### src/rtl/cas_ctrl_pkg.sv
// Shared types for the CAS-Lock oracle sequencer.
// Controller states and default core widths.
package cas_ctrl_pkg;

  localparam int KEY_W_D = 64;
  localparam int IN_W_D  = 41;

  typedef enum logic [2:0] {
    S_LOAD,
    S_READY,
    S_SETTLE,
    S_RESP,
    S_LOCKOUT
  } state_t;

endpackage

### src/rtl/cas_oracle_sequencer_if.sv
// Query/response channel of the oracle sequencer.
// master: q_valid/q_data/r_ready out; slave: q_ready/r_valid/r_data out.
interface cas_oracle_sequencer_if #(
  parameter int IN_W  = 41,
  parameter int OUT_W = 1
);

  logic             q_valid;
  logic [IN_W-1:0]  q_data;
  logic             q_ready;
  logic             r_valid;
  logic [OUT_W-1:0] r_data;
  logic             r_ready;

  modport master (
    output q_valid, q_data, r_ready,
    input  q_ready, r_valid, r_data
  );

  modport slave (
    input  q_valid, q_data, r_ready,
    output q_ready, r_valid, r_data
  );

endinterface

### src/rtl/cas_key_shifter.sv
// Serial key loader: shadow register, bit counter, atomic copy to keyinput.
// Ports: clk, rst_n, clr, bit_en, bit_data in; last, keyinput, key_loaded out.
module cas_key_shifter
  import cas_ctrl_pkg::*;
#(
  parameter int KEY_W = KEY_W_D
) (
  input  logic             clk,
  input  logic             rst_n,
  input  logic             clr,
  input  logic             bit_en,
  input  logic             bit_data,
  output logic             last,
  output logic [KEY_W-1:0] keyinput,
  output logic             key_loaded
);

  localparam int CW = $clog2(KEY_W);

  logic [KEY_W-1:0] shadow;
  logic [KEY_W-1:0] shadow_nx;
  logic [CW-1:0]    cnt;

  assign last = bit_en && (cnt == CW'(KEY_W - 1));

  // Final bit is merged here so keyinput gets the whole key in one edge.
  always_comb begin
    shadow_nx      = shadow;
    shadow_nx[cnt] = bit_data;
  end

  always_ff @(posedge clk) begin
    if (!rst_n || clr) begin
      shadow     <= '0;
      cnt        <= '0;
      keyinput   <= '0;
      key_loaded <= 1'b0;
    end else if (bit_en) begin
      shadow <= shadow_nx;
      if (last) begin
        keyinput   <= shadow_nx;
        key_loaded <= 1'b1;
        cnt        <= '0;
      end else begin
        cnt <= cnt + 1'b1;
      end
    end
  end

endmodule

### src/rtl/cas_oracle_sequencer.sv
// Key loader and oracle query sequencer for a CAS-Lock locked core.
// Ports: clk, rst_n, kb_*, key_reload, keyinput, core_in/out, query_count,
// lockout, qif (query/response). Macro CAS_QUERY_LIMIT_EN adds LOCKOUT.
module cas_oracle_sequencer
  import cas_ctrl_pkg::*;
#(
  parameter int KEY_W  = KEY_W_D,
  parameter int IN_W   = IN_W_D,
  parameter int OUT_W  = 1,
  parameter int SETTLE = 2,
  parameter int QCNT_W = 16,
  parameter int MAX_Q  = 1000
) (
  input  logic              clk,
  input  logic              rst_n,
  input  logic              kb_valid,
  input  logic              kb_data,
  output logic              kb_ready,
  input  logic              key_reload,
  output logic              key_loaded,
  output logic [KEY_W-1:0]  keyinput,
  output logic [IN_W-1:0]   core_in,
  input  logic [OUT_W-1:0]  core_out,
  output logic [QCNT_W-1:0] query_count,
  output logic              lockout,
  cas_oracle_sequencer_if.slave qif
);

  if (SETTLE < 1 || SETTLE > 15 ||
      MAX_Q >= (1 << QCNT_W)) begin : g_bad_params
    $error("cas_oracle_sequencer: illegal SETTLE or MAX_Q");
  end

  state_t           state;
  state_t           state_nx;
  logic [3:0]       scnt;
  logic [OUT_W-1:0] r_data_q;

  logic in_load, in_ready, in_settle, in_resp;
  logic reload_ok, kb_acc, q_acc;
  logic settle_done, resp_hs, to_lock, key_clr;
  logic key_last;

  assign in_load   = (state == S_LOAD);
  assign in_ready  = (state == S_READY);
  assign in_settle = (state == S_SETTLE);
  assign in_resp   = (state == S_RESP);

  // Reload beats any simultaneous key bit or query accept.
  assign reload_ok = key_reload & (in_load | in_ready);
  assign kb_acc    = kb_valid & in_load & ~key_reload;
  assign q_acc     = qif.q_valid & in_ready & ~key_reload;

  assign settle_done = in_settle && (scnt == 4'(SETTLE - 1));
  assign resp_hs     = in_resp & qif.r_ready;

`ifdef CAS_QUERY_LIMIT_EN
  assign to_lock = resp_hs && (query_count == QCNT_W'(MAX_Q));
  assign lockout = (state == S_LOCKOUT);
`else
  assign to_lock = 1'b0;
  assign lockout = 1'b0;
`endif

  assign key_clr = reload_ok | to_lock;

  assign kb_ready    = in_load;
  assign qif.q_ready = in_ready;
  assign qif.r_valid = in_resp;
  assign qif.r_data  = r_data_q;

  cas_key_shifter #(.KEY_W(KEY_W)) u_key (
    .clk        (clk),
    .rst_n      (rst_n),
    .clr        (key_clr),
    .bit_en     (kb_acc),
    .bit_data   (kb_data),
    .last       (key_last),
    .keyinput   (keyinput),
    .key_loaded (key_loaded)
  );

  always_comb begin
    state_nx = state;
    unique case (state)
      S_LOAD: begin
        if (reload_ok)     state_nx = S_LOAD;
        else if (key_last) state_nx = S_READY;
      end
      S_READY: begin
        if (reload_ok)  state_nx = S_LOAD;
        else if (q_acc) state_nx = S_SETTLE;
      end
      S_SETTLE: begin
        if (settle_done) state_nx = S_RESP;
      end
      S_RESP: begin
        if (to_lock)      state_nx = S_LOCKOUT;
        else if (resp_hs) state_nx = S_READY;
      end
      S_LOCKOUT: state_nx = S_LOCKOUT;
      default:   state_nx = S_LOAD;
    endcase
  end

  always_ff @(posedge clk) begin
    if (!rst_n) begin
      state       <= S_LOAD;
      scnt        <= '0;
      core_in     <= '0;
      r_data_q    <= '0;
      query_count <= '0;
    end else begin
      state <= state_nx;
      if (q_acc) begin
        core_in <= qif.q_data;
        scnt    <= '0;
      end else if (in_settle) begin
        scnt <= scnt + 1'b1;
      end
      if (settle_done) begin
        r_data_q <= core_out;
        if (query_count != '1)
          query_count <= query_count + 1'b1;
      end
    end
  end

endmodule

### src/flat_wrapper.sv
// flat-port wrapper written by rule: the top's interface ports become plain ports
module cas_oracle_sequencer_flat import cas_ctrl_pkg::*;
#(
  parameter int KEY_W  = KEY_W_D,
  parameter int IN_W   = IN_W_D,
  parameter int OUT_W  = 1,
  parameter int SETTLE = 2,
  parameter int QCNT_W = 16,
  parameter int MAX_Q  = 1000
)
  (clk, rst_n, kb_valid, kb_data, kb_ready, key_reload, key_loaded, keyinput, core_in, core_out, query_count, lockout, qif_q_valid, qif_q_data, qif_r_ready, qif_q_ready, qif_r_valid, qif_r_data);
  cas_oracle_sequencer_if #(.IN_W(IN_W), .OUT_W(OUT_W)) qif_i ();
  input  logic clk;
  input  logic rst_n;
  input  logic kb_valid;
  input  logic kb_data;
  output logic kb_ready;
  input  logic key_reload;
  output logic key_loaded;
  output logic [KEY_W-1:0] keyinput;
  output logic [IN_W-1:0] core_in;
  input  logic [OUT_W-1:0] core_out;
  output logic [QCNT_W-1:0] query_count;
  output logic lockout;
  input wire logic [$bits(qif_i.q_valid)-1:0] qif_q_valid;
  input wire logic [$bits(qif_i.q_data)-1:0] qif_q_data;
  input wire logic [$bits(qif_i.r_ready)-1:0] qif_r_ready;
  output wire logic [$bits(qif_i.q_ready)-1:0] qif_q_ready;
  output wire logic [$bits(qif_i.r_valid)-1:0] qif_r_valid;
  output wire logic [$bits(qif_i.r_data)-1:0] qif_r_data;
  assign qif_i.q_valid = qif_q_valid;
  assign qif_i.q_data = qif_q_data;
  assign qif_i.r_ready = qif_r_ready;
  assign qif_q_ready = qif_i.q_ready;
  assign qif_r_valid = qif_i.r_valid;
  assign qif_r_data = qif_i.r_data;
  cas_oracle_sequencer #(.KEY_W(KEY_W), .IN_W(IN_W), .OUT_W(OUT_W), .SETTLE(SETTLE), .QCNT_W(QCNT_W), .MAX_Q(MAX_Q)) u_core (.clk(clk), .rst_n(rst_n), .kb_valid(kb_valid), .kb_data(kb_data), .kb_ready(kb_ready), .key_reload(key_reload), .key_loaded(key_loaded), .keyinput(keyinput), .core_in(core_in), .core_out(core_out), .query_count(query_count), .lockout(lockout), .qif(qif_i));
endmodule
### config.mk
export PLATFORM = sky130hd
export DESIGN_NAME = cas_oracle_sequencer_flat
export DESIGN_NICKNAME = d
export VERILOG_FILES = /design/src/rtl/cas_ctrl_pkg.sv /design/src/rtl/cas_oracle_sequencer_if.sv /design/src/rtl/cas_key_shifter.sv /design/src/rtl/cas_oracle_sequencer.sv /design/src/flat_wrapper.sv
export SDC_FILE = /design/constraint.sdc
export NUM_CORES = 1
export LEC_CHECK = 0
export ABC_AREA = 1
export CAP_MARGIN = 20
export CORE_UTILIZATION = 35
export CTS_CLUSTER_SIZE = 14
export DETAILED_ROUTE_END_ITERATION = 16
export MAX_ROUTING_LAYER = met4
export PLACE_DENSITY = 0.56
export SLEW_MARGIN = 20
export SYNTH_ARGS = -nofsm -noshare
export SYNTH_HDL_FRONTEND = slang
export SYNTH_SLANG_ARGS = --single-unit
export TNS_END_PERCENT = 100
### constraint.sdc
create_clock -name clk -period 2.2 [get_ports clk]
set_input_delay 0.33 -clock clk [delete_from_list [all_inputs] [get_ports clk]]
set_output_delay 0.33 -clock clk [all_outputs]
set_load 0.02 [all_outputs]
==> summary.json <==
{
  "worst_setup_path": {
    "crit_chain": "nor2_1, nand2_1, inv_1, clkdlybuf4s50_1",
    "reg2reg_start": "u_core.u_key.cnt[2]$_SDFFE_PP0P_",
    "worst_ep_required_time_ns": 1.87,
    "cpMaxStageDelayCell": "sky130_fd_sc_hd__clkdlybuf4s50_1",
    "setup.worst_path.class": "reg -> out",
    "slowest_delay_ns": 0.61,
    "r2r_cells": 9,
    "critical_path.reg2reg.endpoint": "u_core.u_key.keyinput[10]$_SDFFE_PP0P_",
    "crit_fanout": 6,
    "critPathLaunchType": "register",
    "worst_ep_arrival_time_ns": 1.70,
    "reg2reg_slack_ns": 0.31,
    "timing.critical_path.to_type": "output port"
  },
  "synth": {
    "yosys_most_used_dff": "sky130_fd_sc_hd__dfxtp_1",
    "synthDominantAreaCellType": "sky130_fd_sc_hd__dfxtp_1",
    "syn-mean-instance-area_sq_um": 7.07,
    "post_synth_instance_area_sq_um": 8650,
    "ys_seq_area_share_pct": 46.3,
    "synth_top_cells_by_area": "sky130_fd_sc_hd__dfxtp_1 46%, sky130_fd_sc_hd__nand2_1 18%, sky130_fd_sc_hd__o21ai_0 6.5%",
    "syn_nets": 1277,
    "async_reset_ff_share_pct": 0,
    "synth.top_cell.area_share_pct": 46.3,
    "yosys.cell_types.count": 29,
    "syn-instance-count": 1224,
    "synth_warnings": 0,
    "register_bit_total_from_synthesis": 200,
    "synth_enable_flop_cells": 0
  },
  "grt": {
    "grt_overflow": 0,
    "first_global_vias": 7740,
    "antenna_found_initial": 0,
    "grt_pass1_wl_um": 39200,
    "grt_util_all_layers_pct": 19.5,
    "maximum_number_of_pins_on_one_net_before_global_route_repair": 65
  },
  "placed_design": {
    "globalplace.congestion": 0.845,
    "dp.final_hpwl_um": 15600,
    "detailedPlace.worstSlack_ns": 0.252,
    "buffer_ports.inserted": 174,
    "dp_cells": 1700
  },
  "floorplanning": {
    "die-area_sq_um": 25300,
    "core_area_sq_um": 24200,
    "number_of_rows_in_the_core_area": 57,
    "floorplan.die.width_um": 159,
    "io_pins": 176,
    "die_y_um": 159,
    "starting_utilization_of_the_core_area_pct": 35.7
  },
  "power": {
    "share_comb_of_total_power_pct": 18.7,
    "power_switching_share_pct": 29.7,
    "power.share.clock_pct": 38.1,
    "peakVddDrop_uv": 575,
    "register_share_of_total_power_pct": 43.2,
    "power.internal_mw": 6.47,
    "power.switching_mw": 2.73,
    "power.leakage_nw": 4.81,
    "powerDensity_nw_per_um2": 796
  },
  "sta": {
    "slew_headroom_pct": 57.1,
    "rsz0062_at_grt": "no",
    "layout_min_cycle_time_ns": 2.03,
    "worst_margin_pin_slew_ns": 0.643,
    "final-max-slew-violation-count": 0,
    "max_freq_mhz": 493,
    "clock_skew_ns": 0.0109,
    "tns_setup_ns": 0,
    "layout_worst_path_cycle_share_pct": 92.2,
    "final_worst_slack_ns": 0.171,
    "setup_viol_count_final": 0,
    "report.final.hold_viol_count": 0
  },
  "clock_network": {
    "cts_post_setup_buffers_inserted": 0,
    "clk-insertion-delay-late_ns": 0.44,
    "clkSlewWorstSetupHoldPaths_ns": 0.08,
    "cts_num_sinks": 200,
    "cts-buffers-inserted": 17,
    "tritoncts": "done",
    "post_cts_resized": 0,
    "max-clock-path-buffers": 2,
    "ctsHoldBuffers": 0,
    "clk_root_buffer_cell": "sky130_fd_sc_hd__clkbuf_16",
    "ctsHtreeMaxLevel": 4
  },
  "detailed_routing": {
    "drt-vias-per-instance": 4.67,
    "drtIter0Drc": 521,
    "detail_route.first_pass.iterations": 5,
    "wl_per_cell_um": 13.5,
    "drc": 0,
    "route.antenna.remaining_nets": 0,
    "route.final.wire_length_um": 23400,
    "routed-via-count": 8083
  },
  "final_layout": {
    "final_layout_size_suffix_gt1_share_pct": 6.96,
    "nNetsFinal": 1448,
    "num-fill-cells": 2485,
    "most_common_library_cell_in_the_layout_ignoring_fill_and_taps": "sky130_fd_sc_hd__nand2_1",
    "final-instance-count-excl-fill": 1732,
    "area_delta_synth_final_pct": 33.5,
    "antenna_cells_inserted": 0,
    "commonest_non_fill_non_tap_cells_in_the_layout": "426 x sky130_fd_sc_hd__nand2_1, 200 x sky130_fd_sc_hd__dfxtp_1, 173 x sky130_fd_sc_hd__clkdlybuf4s50_1"
  },
  "status": {
    "run_status": "finished clean"
  },
  "run": {
    "cap_violations": 0
  },
  "hold_path": {
    "start_point_of_the_worst_hold_path": "u_core.u_key.keyinput[14]$_SDFFE_PP0P_",
    "min_path_type": "reg -> reg",
    "hold_end": "u_core.u_key.keyinput[14]$_SDFFE_PP0P_",
    "min_path_cells": 2
  }
}
[cells by family after synthesis]
group | count (synthesis) | synth area share (%)
adders and majority gates | 4 | 0.579
other | 1 | 0.0433
DFF | 200 | 46.3
and+or+nand+nor | 570 | 27.0
buffers and inverters | 172 | 8.23
xor gates and xnor gates | 7 | 0.709
AOI/OAI and AO/OA | 270 | 17.2
[power by group through the flow]
| stage | registers [mW] | clock network (mW) | logic (mW) |
|---|---|---|---|
| 2_1_floorplan | 4.10 | 0 | 1.03 |
| 3_3_place_gp | 4.05 | 0 | 1.72 |
| 3_5_place_dp | 4.06 | 0 | 1.73 |
| 4_1_cts | 3.97 | 3.60 | 1.74 |
| 5_1_grt | 4.00 | 3.76 | 1.94 |
| 6_report | 3.97 | 3.51 | 1.72 |
[layout make-up]
type / count / area (sq um) / share of cell area [%]
Inverter: 108 / 405 / 3.51
Clock inverter: 15 / 226 / 1.96
Sequential cell: 200 / 4000 / 34.7
Timing Repair Buffer: 216 / 2150 / 18.6
Multi-Input combinational cell: 852 / 3940 / 34.1
Clock buffer: 17 / 425 / 3.68
Tap cell: 324 / 405 / 3.51
[flip-flops by register name, indices dropped and copies added (netlist names)]
register	count
u_core.scnt	4
u_core.u_key.key_loaded	1
u_core.core_in	41
u_core.u_key.shadow	64
u_core.qif.r_data	1
u_core.u_key.keyinput	64
u_core.query_count	16
u_core.state	3
u_core.u_key.cnt	6
[synth_stat cells (all sizes together) (3+ instances only)]
library cell,instances
dfxtp,200
clkbuf,34
nand4,6
nor2,60
nand2,428
inv,108
xor2,4
o21a,53
xnor2,3
nor3,15
a21oi,81
buf,30
ha,4
nand3,59
o21ai,136
[per-layer routing]
layer  up-vias  global-route usage, %  share of wire (%)
met5         -                      -                  0
met4         0                   4.50                1.0
met3        18                   5.78                7.0
met2       215                   29.2                 44
met1      3600                   25.8                 48
li1       4250                      -                  -
[critical path, delay by kind of cell, from the launching register on]
family	cells	cell delay [ns]
flops	1	0.37
buf+inv	2	0.69
simple gates	2	0.20
[worst max-delay path by stage]
stage,from,end,slack (ns),depth (start not counted)
after floorplan,u_core.query_count[0]$_SDFFE_PN0P_,u_core.query_count[11]$_SDFFE_PN0P_,0.42,10
after global placement,key_reload,u_core.u_key.keyinput[31]$_SDFFE_PP0P_,0.29,9
after detailed placement,key_reload,u_core.u_key.keyinput[30]$_SDFFE_PP0P_,0.25,9
after CTS,u_core.state[1]$_SDFFE_PN0P_,qif_r_valid,0.04,3
after global routing,u_core.state[2]$_SDFFE_PN0P_,kb_ready,0.03,4
final,u_core.state[1]$_SDFFE_PN0P_,qif_q_ready,0.17,4
[metrics by stage]
step	total power, mW	hold slack, ns	area, sq um	utilization (%)
after floorplan	5.13	0.439	8650	-
after global placement	5.77	0.439	10900	44.9
after detailed placement	5.79	0.443	10900	44.9
after CTS	9.32	0.437	11500	47.6
after global routing	9.70	0.461	11600	47.6
final	9.20	0.453	11600	47.6
(Power assumes the default switching activity.)
